## config.mk

```make
export PLATFORM = sky130hd
export DESIGN_NAME = led_sequencer_flat
export DESIGN_NICKNAME = d
export VERILOG_FILES = /design/src/rtl/led_pkg.sv /design/src/rtl/led_sequencer_if.sv /design/src/rtl/led_tick_gen.sv /design/src/rtl/led_sequencer.sv /design/src/flat_wrapper.sv
export SDC_FILE = /design/constraint.sdc
export NUM_CORES = 1
export LEC_CHECK = 0
export BUFFER_PORTS_ARGS = -buffer_cell sky130_fd_sc_hd__buf_2
export CAP_MARGIN = 20
export CORE_MARGIN = 2
export CORE_UTILIZATION = 60
export CTS_BUF_LIST = sky130_fd_sc_hd__clkbuf_16
export CTS_CLUSTER_DIAMETER = 30
export DETAILED_ROUTE_END_ITERATION = 12
export GPL_ROUTABILITY_DRIVEN = 0
export PLACE_DENSITY = 0.9
export SYNTH_ARGS = -nofsm -noshare
export SYNTH_HDL_FRONTEND = slang
export SYNTH_HIERARCHICAL = 1
export SYNTH_SLANG_ARGS = --single-unit
export TNS_END_PERCENT = 30
```

## constraint.sdc

```tcl
create_clock -name CLK -period 2.8 [get_ports CLK]
set_input_delay 0.56 -clock CLK [delete_from_list [all_inputs] [get_ports CLK]]
set_output_delay 0.56 -clock CLK [all_outputs]
set_load 0.005 [all_outputs]
```

## src/rtl/led_pkg.sv

```systemverilog
// rtl/led_pkg.sv - mode codes and default timing constants for the LED sequencer
package led_pkg;
   typedef logic [1:0] mode_t;

   localparam mode_t MODE_IDLE    = 2'b00;
   localparam mode_t MODE_CHASE_L = 2'b01;
   localparam mode_t MODE_CHASE_R = 2'b10;
   localparam mode_t MODE_BLINK   = 2'b11;

   localparam logic [20:0] LED_T_TICK     = 21'd2_000_000;
   localparam logic [20:0] LED_DUTY_ON    = 21'd500_000;
   localparam logic [7:0]  LED_STEP_TICKS = 8'd25;
   localparam int          LED_N          = 4;
endpackage

```

## src/rtl/led_sequencer_if.sv

```systemverilog
// rtl/led_sequencer_if.sv - mode command valid/ready handshake
interface led_sequencer_if;
   import led_pkg::*;

   mode_t Mode_In;
   logic  Mode_Valid;
   logic  Mode_Ready;

   modport master (output Mode_In, output Mode_Valid, input Mode_Ready);
   modport slave  (input Mode_In, input Mode_Valid, output Mode_Ready);
endinterface

```

## src/rtl/led_tick_gen.sv

```systemverilog
// rtl/led_tick_gen.sv - shared period counter, tick strobe and duty-window compare
module led_tick_gen import led_pkg::*; #(
   parameter logic [20:0] T_TICK  = LED_T_TICK,
   parameter logic [20:0] DUTY_ON = LED_DUTY_ON
) (
   input  logic CLK,
   input  logic RSTn,
   input  logic Run_En,
   input  logic Clr,
   output logic Tick,
   output logic On_Win
);
   logic [20:0] cnt_q, cnt_d;

   // Clr wins over Run_En so an idle-state mode entry restarts timing even while frozen
   always_comb begin
      cnt_d = cnt_q;
      if (Clr)
         cnt_d = 21'd0;
      else if (Run_En)
         cnt_d = (cnt_q == T_TICK) ? 21'd0 : cnt_q + 21'd1;
   end

   always_ff @(posedge CLK or negedge RSTn) begin
      if (!RSTn)
         cnt_q <= 21'd0;
      else
         cnt_q <= cnt_d;
   end

   assign Tick   = (cnt_q == T_TICK) && Run_En;
   assign On_Win = (cnt_q < DUTY_ON);
endmodule

```

## src/rtl/led_sequencer.sv

```systemverilog
// rtl/led_sequencer.sv - LED pattern sequencer: command slot, mode FSM, step counter, gated output
module led_sequencer import led_pkg::*; #(
   parameter logic [20:0] T_TICK     = LED_T_TICK,
   parameter logic [20:0] DUTY_ON    = LED_DUTY_ON,
   parameter logic [7:0]  STEP_TICKS = LED_STEP_TICKS,
   parameter int          N_LED      = LED_N
) (
   input  logic             CLK,
   input  logic             RSTn,
   input  logic             Run_En,
   led_sequencer_if.slave   mode_if,
   output logic             Step_Pulse,
   output mode_t            State_Out,
   output logic [N_LED-1:0] LED_Out
);
   logic             tick, on_win, clr, boundary, accept, apply;
   logic             pend_valid_q, pend_valid_d;
   mode_t            pend_mode_q, pend_mode_d;
   mode_t            state_q, state_d;
   logic [7:0]       step_q, step_d;
   logic [N_LED-1:0] pattern_q, pattern_d;
   logic [N_LED-1:0] led_q, led_d;
   logic             pulse_q, pulse_d;

   led_tick_gen #(.T_TICK(T_TICK), .DUTY_ON(DUTY_ON)) u_tick_gen (
      .CLK    (CLK),
      .RSTn   (RSTn),
      .Run_En (Run_En),
      .Clr    (clr),
      .Tick   (tick),
      .On_Win (on_win)
   );

   function automatic logic [N_LED-1:0] entry_pattern(input mode_t m);
      case (m)
         MODE_CHASE_L: entry_pattern = {{(N_LED-1){1'b0}}, 1'b1};
         MODE_CHASE_R: entry_pattern = {1'b1, {(N_LED-1){1'b0}}};
         MODE_BLINK:   entry_pattern = {N_LED{1'b1}};
         default:      entry_pattern = '0;
      endcase
   endfunction

   always_comb begin
      boundary     = tick && (step_q == STEP_TICKS - 8'd1);
      accept       = mode_if.Mode_Valid && !pend_valid_q;
      // idle does not wait for a step boundary: pending applies at once and restarts timing
      clr          = (state_q == MODE_IDLE) && pend_valid_q;
      apply        = clr || (boundary && pend_valid_q);

      state_d      = state_q;
      pattern_d    = pattern_q;
      step_d       = step_q;
      pend_valid_d = pend_valid_q;
      pend_mode_d  = pend_mode_q;

      if (tick)
         step_d = boundary ? 8'd0 : step_q + 8'd1;
      if (clr)
         step_d = 8'd0;

      if (apply) begin
         state_d      = pend_mode_q;
         pattern_d    = entry_pattern(pend_mode_q);
         pend_valid_d = 1'b0;
      end else if (boundary) begin
         case (state_q)
            MODE_CHASE_L: pattern_d = {pattern_q[N_LED-2:0], pattern_q[N_LED-1]};
            MODE_CHASE_R: pattern_d = {pattern_q[0], pattern_q[N_LED-1:1]};
            MODE_BLINK:   pattern_d = ~pattern_q;
            default:      pattern_d = '0;
         endcase
      end

      if (accept) begin
         pend_valid_d = 1'b1;
         pend_mode_d  = mode_if.Mode_In;
      end

      pulse_d = boundary && (state_q != MODE_IDLE);
      led_d   = Run_En ? (pattern_q & {N_LED{on_win}}) : led_q;
   end

   always_ff @(posedge CLK or negedge RSTn) begin
      if (!RSTn) begin
         state_q      <= MODE_IDLE;
         pattern_q    <= '0;
         step_q       <= 8'd0;
         pend_valid_q <= 1'b0;
         pend_mode_q  <= MODE_IDLE;
         led_q        <= '0;
         pulse_q      <= 1'b0;
      end else begin
         state_q      <= state_d;
         pattern_q    <= pattern_d;
         step_q       <= step_d;
         pend_valid_q <= pend_valid_d;
         pend_mode_q  <= pend_mode_d;
         led_q        <= led_d;
         pulse_q      <= pulse_d;
      end
   end

   assign mode_if.Mode_Ready = !pend_valid_q;
   assign Step_Pulse         = pulse_q;
   assign State_Out          = state_q;
   assign LED_Out            = led_q;
endmodule

```

## src/flat_wrapper.sv

```systemverilog
// flat-port wrapper written by rule: the top's interface ports become plain ports
module led_sequencer_flat import led_pkg::*;
#(
   parameter logic [20:0] T_TICK     = LED_T_TICK,
   parameter logic [20:0] DUTY_ON    = LED_DUTY_ON,
   parameter logic [7:0]  STEP_TICKS = LED_STEP_TICKS,
   parameter int          N_LED      = LED_N
)
  (CLK, RSTn, Run_En, Step_Pulse, State_Out, LED_Out, mode_if_Mode_In, mode_if_Mode_Valid, mode_if_Mode_Ready);
  led_sequencer_if mode_if_i ();
  input  logic CLK;
  input  logic RSTn;
  input  logic Run_En;
  output logic Step_Pulse;
  output mode_t State_Out;
  output logic [N_LED-1:0] LED_Out;
  input wire logic [$bits(mode_if_i.Mode_In)-1:0] mode_if_Mode_In;
  input wire logic [$bits(mode_if_i.Mode_Valid)-1:0] mode_if_Mode_Valid;
  output wire logic [$bits(mode_if_i.Mode_Ready)-1:0] mode_if_Mode_Ready;
  assign mode_if_i.Mode_In = mode_if_Mode_In;
  assign mode_if_i.Mode_Valid = mode_if_Mode_Valid;
  assign mode_if_Mode_Ready = mode_if_i.Mode_Ready;
  led_sequencer #(.T_TICK(T_TICK), .DUTY_ON(DUTY_ON), .STEP_TICKS(STEP_TICKS), .N_LED(N_LED)) u_core (.CLK(CLK), .RSTn(RSTn), .Run_En(Run_En), .mode_if(mode_if_i), .Step_Pulse(Step_Pulse), .State_Out(State_Out), .LED_Out(LED_Out));
endmodule
```

# After elaboration in Yosys (flattened, before gate mapping)
# Cells that the tools add are included.
[totals] reg_bits=43 input_bits=6 wordCells=47
[classes] add_sub_neg=2 order_cmp=1 eq_ne=8 mux=12 bitwise=2 n_reduce_logical=14
[op_table] op="two-way mux 21 bit" count=3
[op_table] op="two-way mux 8 bit" count=3
[op_table] op="one-hot mux 4 bit (3 select lines)" count=2
[op_table] op="adder 21 x 1 -> 21 bit, second input constant" count=1
[op_table] op="== test 21 bit, second input constant" count=1
[op_table] op="less-than comparator 21 x 19 -> 1 bit, second input constant" count=1
[op_table] op="nonzero test 2 bit" count=5
[op_table] op="adder 8 x 1 -> 8 bit, second input constant" count=1
[op_table] op="== test 2 bit, second input constant" count=4
[op_table] op="== test 8 x 5 -> 1 bit, second input constant" count=1
[op_table] op="two-way mux 4 bit" count=2
[op_table] op="logical AND 1 bit" count=6
[op_table] op="bitwise AND 4 bit" count=1
[op_table] op="== test 2 x 1 -> 1 bit, second input constant" count=2
[op_table] op="inverter 4 bit" count=1
[op_table] op="logical NOT 2 bit" count=1
[op_table] op="two-way mux 1 bit" count=2
[op_table] op="logical NOT 1 bit" count=1
[op_table] op="logical OR 1 bit" count=1

# Longest topological paths before layout
[logic_depth] ltp_word=7 ltp_mapped=11 mapped_depth_nobuf=10

# Cells and area by module
# Netlist, hierarchy kept.
[by_module_without_submodules] module="led_tick_gen" instances=1 cells_per_inst=126 area_each_um2=1188.6
[by_module_without_submodules] module="led_sequencer" instances=1 cells_per_inst=117 area_each_um2=1139.8

# Worst setup path before layout
# OpenSTA, ideal clock, no wires.
[synth_timing] path_type="register to register" from="register u_core.u_tick_gen.cnt_q[12]" to="register u_core.pattern_q[3]" setup_ps=87 t_arrival_ps=2469 slack_ps=245 path_stages_with_launch=8 synth_period_minus_slack_ps=2555 path_cell_list="dfrtp_1 > or4_4 > nor3_1 > and2_1 > or4b_4 > or2_1 > or3_4 > o211ai_1"
[synth_via] elab_chain_cells=6 word_cells_on_any_way=7 cone_classes="1 x eq/ne; 1 x mux; 5 x reduce/logical"
[synth_lines] item="from (decl)" line_no="led_tick_gen.sv:13" text="logic [20:0] cnt_q, cnt_d;"
[synth_lines] item="from (signal assigned)" line_no="led_tick_gen.sv:28" text="cnt_q <= cnt_d;"
[synth_lines] item="== test 21 bit (*)" line_no="led_tick_gen.sv:31" text="assign Tick = (cnt_q == T_TICK) && Run_En;"
[synth_lines] item="logical AND 1 bit (*)" line_no="led_tick_gen.sv:31"
[synth_lines] item="named net u_core.tick" line_no="led_sequencer.sv:16" text="logic tick, on_win, clr, boundary, accept, apply;"
[synth_lines] item="logical AND 1 bit (*)" line_no="led_sequencer.sv:44" text="boundary = tick && (step_q == STEP_TICKS - 8'd1);"
[synth_lines] item="logical AND 1 bit" line_no="led_sequencer.sv:48" text="apply = clr || (boundary && pend_valid_q);"
[synth_lines] item="logical OR 1 bit" line_no="led_sequencer.sv:48"
[synth_lines] item="two-way mux 4 bit or nonzero test 2 bit (tied branches)"
[synth_lines] item="to (signal assigned)" line_no="led_sequencer.sv:94" text="pattern_q <= pattern_d;"
[synth_lines] item="to (decl)" line_no="led_sequencer.sv:21" text="logic [N_LED-1:0] pattern_q, pattern_d;"
# Mark *: on every way through the listed nets, which the timed path passes. The rest lies on a longest branch.
# A chain may end at the register's enable or synchronous reset.

# Worst setup path in the final report
[layout_timing] from="register u_core.u_tick_gen.cnt_q[19]" to="register u_core.pattern_q[0]"
# The elaborated chain is that of the path after synthesis.

==> results.sh <==
export IMPL_synth_most_common_cell="dfrtp_1"
export IMPL_m1WireLength_mm=2.15
export IMPL_slowest_stage="or4b_4"
export IMPL_min_period_over_period=0.950
export IMPL_fmax_ghz=0.376
export IMPL_reg2reg_depth=8
export IMPL_ant_nets=0
export IMPL_cpPeakStageDelay_ns=0.48
export IMPL_path_cells="nand3_2 > or4_4 > nor3_2 > and2_1 > or4b_4 > or2_1 > or3_4 > o211ai_2"
export IMPL_hold_violations=0
export IMPL_top_layer="met4"
export IMPL_fin_crit_ns=2.66
export IMPL_critPathKind="reg -> reg"
export IMPL_final_layout_size_suffix_gt1_frac=0.184
export IMPL_grt_pass1_vias=1777
export IMPL_synth_top_cell_area_share=0.462
export IMPL_row_count=22
export IMPL_pre_cts_ws_ns=0.0429
export IMPL_ys_seq_elements=43
export IMPL_power_density_nw_per_um2=753
export IMPL_crit_fanout=3
export IMPL_syn_area_sq_um=2330
export IMPL_die_w_microns=66.3
export IMPL_numPortBuffers=13
export IMPL_cts_root_buf="clkbuf_16"
export IMPL_holdWs_ns=0.419
export IMPL_die_y_microns=66.3
export IMPL_avgSynthCellArea_sq_um=9.58
export IMPL_antenna_found_initial=0
export IMPL_grt_overflow_total=0
export IMPL_htreeDepth=2
export IMPL_vias=1908
export IMPL_power_leakage_nw=1.21
export IMPL_clkSlewWorstSetupHoldPaths_ns=0.06
export IMPL_ys_async_sr_fraction=1.00
export IMPL_route_detailed_drc=0
export IMPL_cts_max_path_buffers=2
export IMPL_ys_top_cells_by_count="dfrtp_1, nor2_1, nand2_1"
export IMPL_hp_class="in -> async"
export IMPL_ir_worst_vdd_v=0.000463
export IMPL_routedWlPerCell_microns=15.9
export IMPL_dieArea_sq_um=4400
export IMPL_insertion_delay_ns=0.28
export IMPL_fin_cells=315
export IMPL_synth_edf_count=0
export IMPL_drv_slew=0
export IMPL_synth_distinct_cells=53
export IMPL_final_net_count=276
export IMPL_yosys_area_top_type="dfrtp_1"
export IMPL_maxSlewHeadroom=0.381
export IMPL_cts_sinks=43
export IMPL_antenna_cells=0
export IMPL_ys_seq_area_frac=0.462
export IMPL_met3RoutedLength_microns=290
export IMPL_synth_warnings=6
export IMPL_grtUsageTotal=0.243
export IMPL_dpl_cell_count=304
export IMPL_io_pins=14
export IMPL_synthesis_instances=243
export IMPL_cts_hold_buffers_added=0
export IMPL_worst_slew_pin_slew_ns=0.928
export IMPL_synth_area_top_cells="dfrtp_1, xor2_1, nor2_1, nand2_1, nand3_1"
export IMPL_via_per_inst=6.06
export IMPL_hpwl_mm=3.34
export IMPL_firstDrtPassIters=5
export IMPL_ys_flop_type="dfrtp_1"
export IMPL_setup_viol=0
export IMPL_cts_tree="done"
export IMPL_status="finished clean"
export IMPL_start_util=0.631
export IMPL_post_route_util=0.717
export IMPL_grt_pass1_wl_mm=8.02
export IMPL_skew_ns=0.00401
export IMPL_detail_route_wirelength_mm=5.01
export IMPL_rsz0062_at_grt="false"
export IMPL_core_sq_um=3690
export IMPL_cp_required_ns=3.00
export IMPL_critical_path_arrival_ns=2.86
export IMPL_drt_initial_drc_count=169
export IMPL_wl_met2_mm=2.51
export IMPL_syn_nets=253
export IMPL_grt_start_max_net_pins=44
export IMPL_cts_buffers=5
export IMPL_drv_cap=0
export IMPL_setup_slack_ns=0.141
export IMPL_fin_tns_setup_ns=0
export IMPL_startpoint_type="flop"
export IMPL_area_growth_pct=13.6
export IMPL_cp_end_kind="flop"
-- placed cells by master (no fill, tap or decap), types with 3 or more instances in the layout --
cell and count:
nor4_1 4, nand4_1 8, and4_1 3, ha_1 4
clkbuf_16 5, and2_1 4, nor2_1 27, mux2i_1 4
inv_1 15, nor2b_1 3, buf_2 13, nand3_1 14
xor2_1 16, buf_4 11, xnor2_1 3, o21ai_0 12
dfrtp_1 42, a31oi_1 4, a21oi_1 5, nand2_1 22
-- sequential cells by signal (all words and copies together), names as in the netlist --
signal                   flops
u_core/LED_Out               4
u_core/State_Out             2
u_core/Step_Pulse            1
u_core/pend_valid_q          1
u_core/u_tick_gen/cnt_q     21
u_core/pend_mode_q           2
u_core/step_q                8
u_core/pattern_q             4
-- through the flow --
step / instance area, sq um / total power, mW
after floorplan: 2330 / 1.27
after global placement: 2470 / 1.41
after detailed placement: 2470 / 1.44
after CTS: 2610 / 2.00
after global routing: 2650 / 2.10
final: 2650 / 1.99
-- worst max-delay path, delay by kind of cell, from the launching register on --
| kind | cells | cell delay [ns] |
|---|---|---|
| and+or+nand+nor | 7 | 2.00 |
| AOI/OAI and AO/OA | 1 | 0.18 |
| DFF | 1 | 0.40 |
-- worst paths after layout --
check	startpoint	end	slack, ns
max	u_core/u_tick_gen/cnt_q[19]	u_core/pattern_q[0]	0.14
min	RSTn	u_core/pattern_q[0]	0.42
max reg2reg	u_core/u_tick_gen/cnt_q[19]	u_core/pattern_q[0]	0.14
min reg2reg	u_core/step_q[7]	u_core/step_q[7]	0.50
max in group asynchronous	RSTn	u_core/u_tick_gen/cnt_q[17]	1.74
min in group CLK	u_core/step_q[7]	u_core/step_q[7]	0.50
-- timing repair --
item,in CTS,in global routing
pin swaps,0,2
cloned,0,0
setup buffers,0,3
setup endpoints to repair,4,9
gates resized for setup,1,3
-- layer usage --
| metal | global-route usage | vias up |
|---|---|---|
| met1 | 0.309 | 923 |
| met4 | 0.0740 | 0 |
| met3 | 0.0681 | 8 |
| li1 | - | 901 |
| met2 | 0.400 | 76 |
| met5 | 0 | - |
-- cell type report --
class                   instances  area (sq um)
clock buffers                   5           125
clock inverters                 3          11.3
fillers                       261          1040
inverters                      14          52.6
multi-input cells             178          1170
flip-flops and latches         43          1080
well taps                      48          60.1
repair buffers                 24           148
-- power breakdown --
part / switching, mW / internal [mW] / leakage [nW]
clock network: 0.224 / 0.321 / 0.0701
registers: 0.142 / 0.723 / 0.575
logic: 0.324 / 0.261 / 0.566
-- kinds of logic (layout without fill, tap and decap cells) --
| kind of cell | Yosys count | after routing | synth area share |
|---|---|---|---|
| DFF | 43 | 43 | 0.462 |
| xor gates and xnor gates | 19 | 19 | 0.0715 |
| AOI/OAI and AO/OA | 40 | 40 | 0.121 |
| buffers and inverters | 22 | 46 | 0.0419 |
| and+or+nand+nor | 108 | 108 | 0.249 |
| adders and majority gates | 4 | 4 | 0.0215 |
| muxes | 7 | 7 | 0.0333 |
Note: power is estimated with default switching activity, not from simulation.
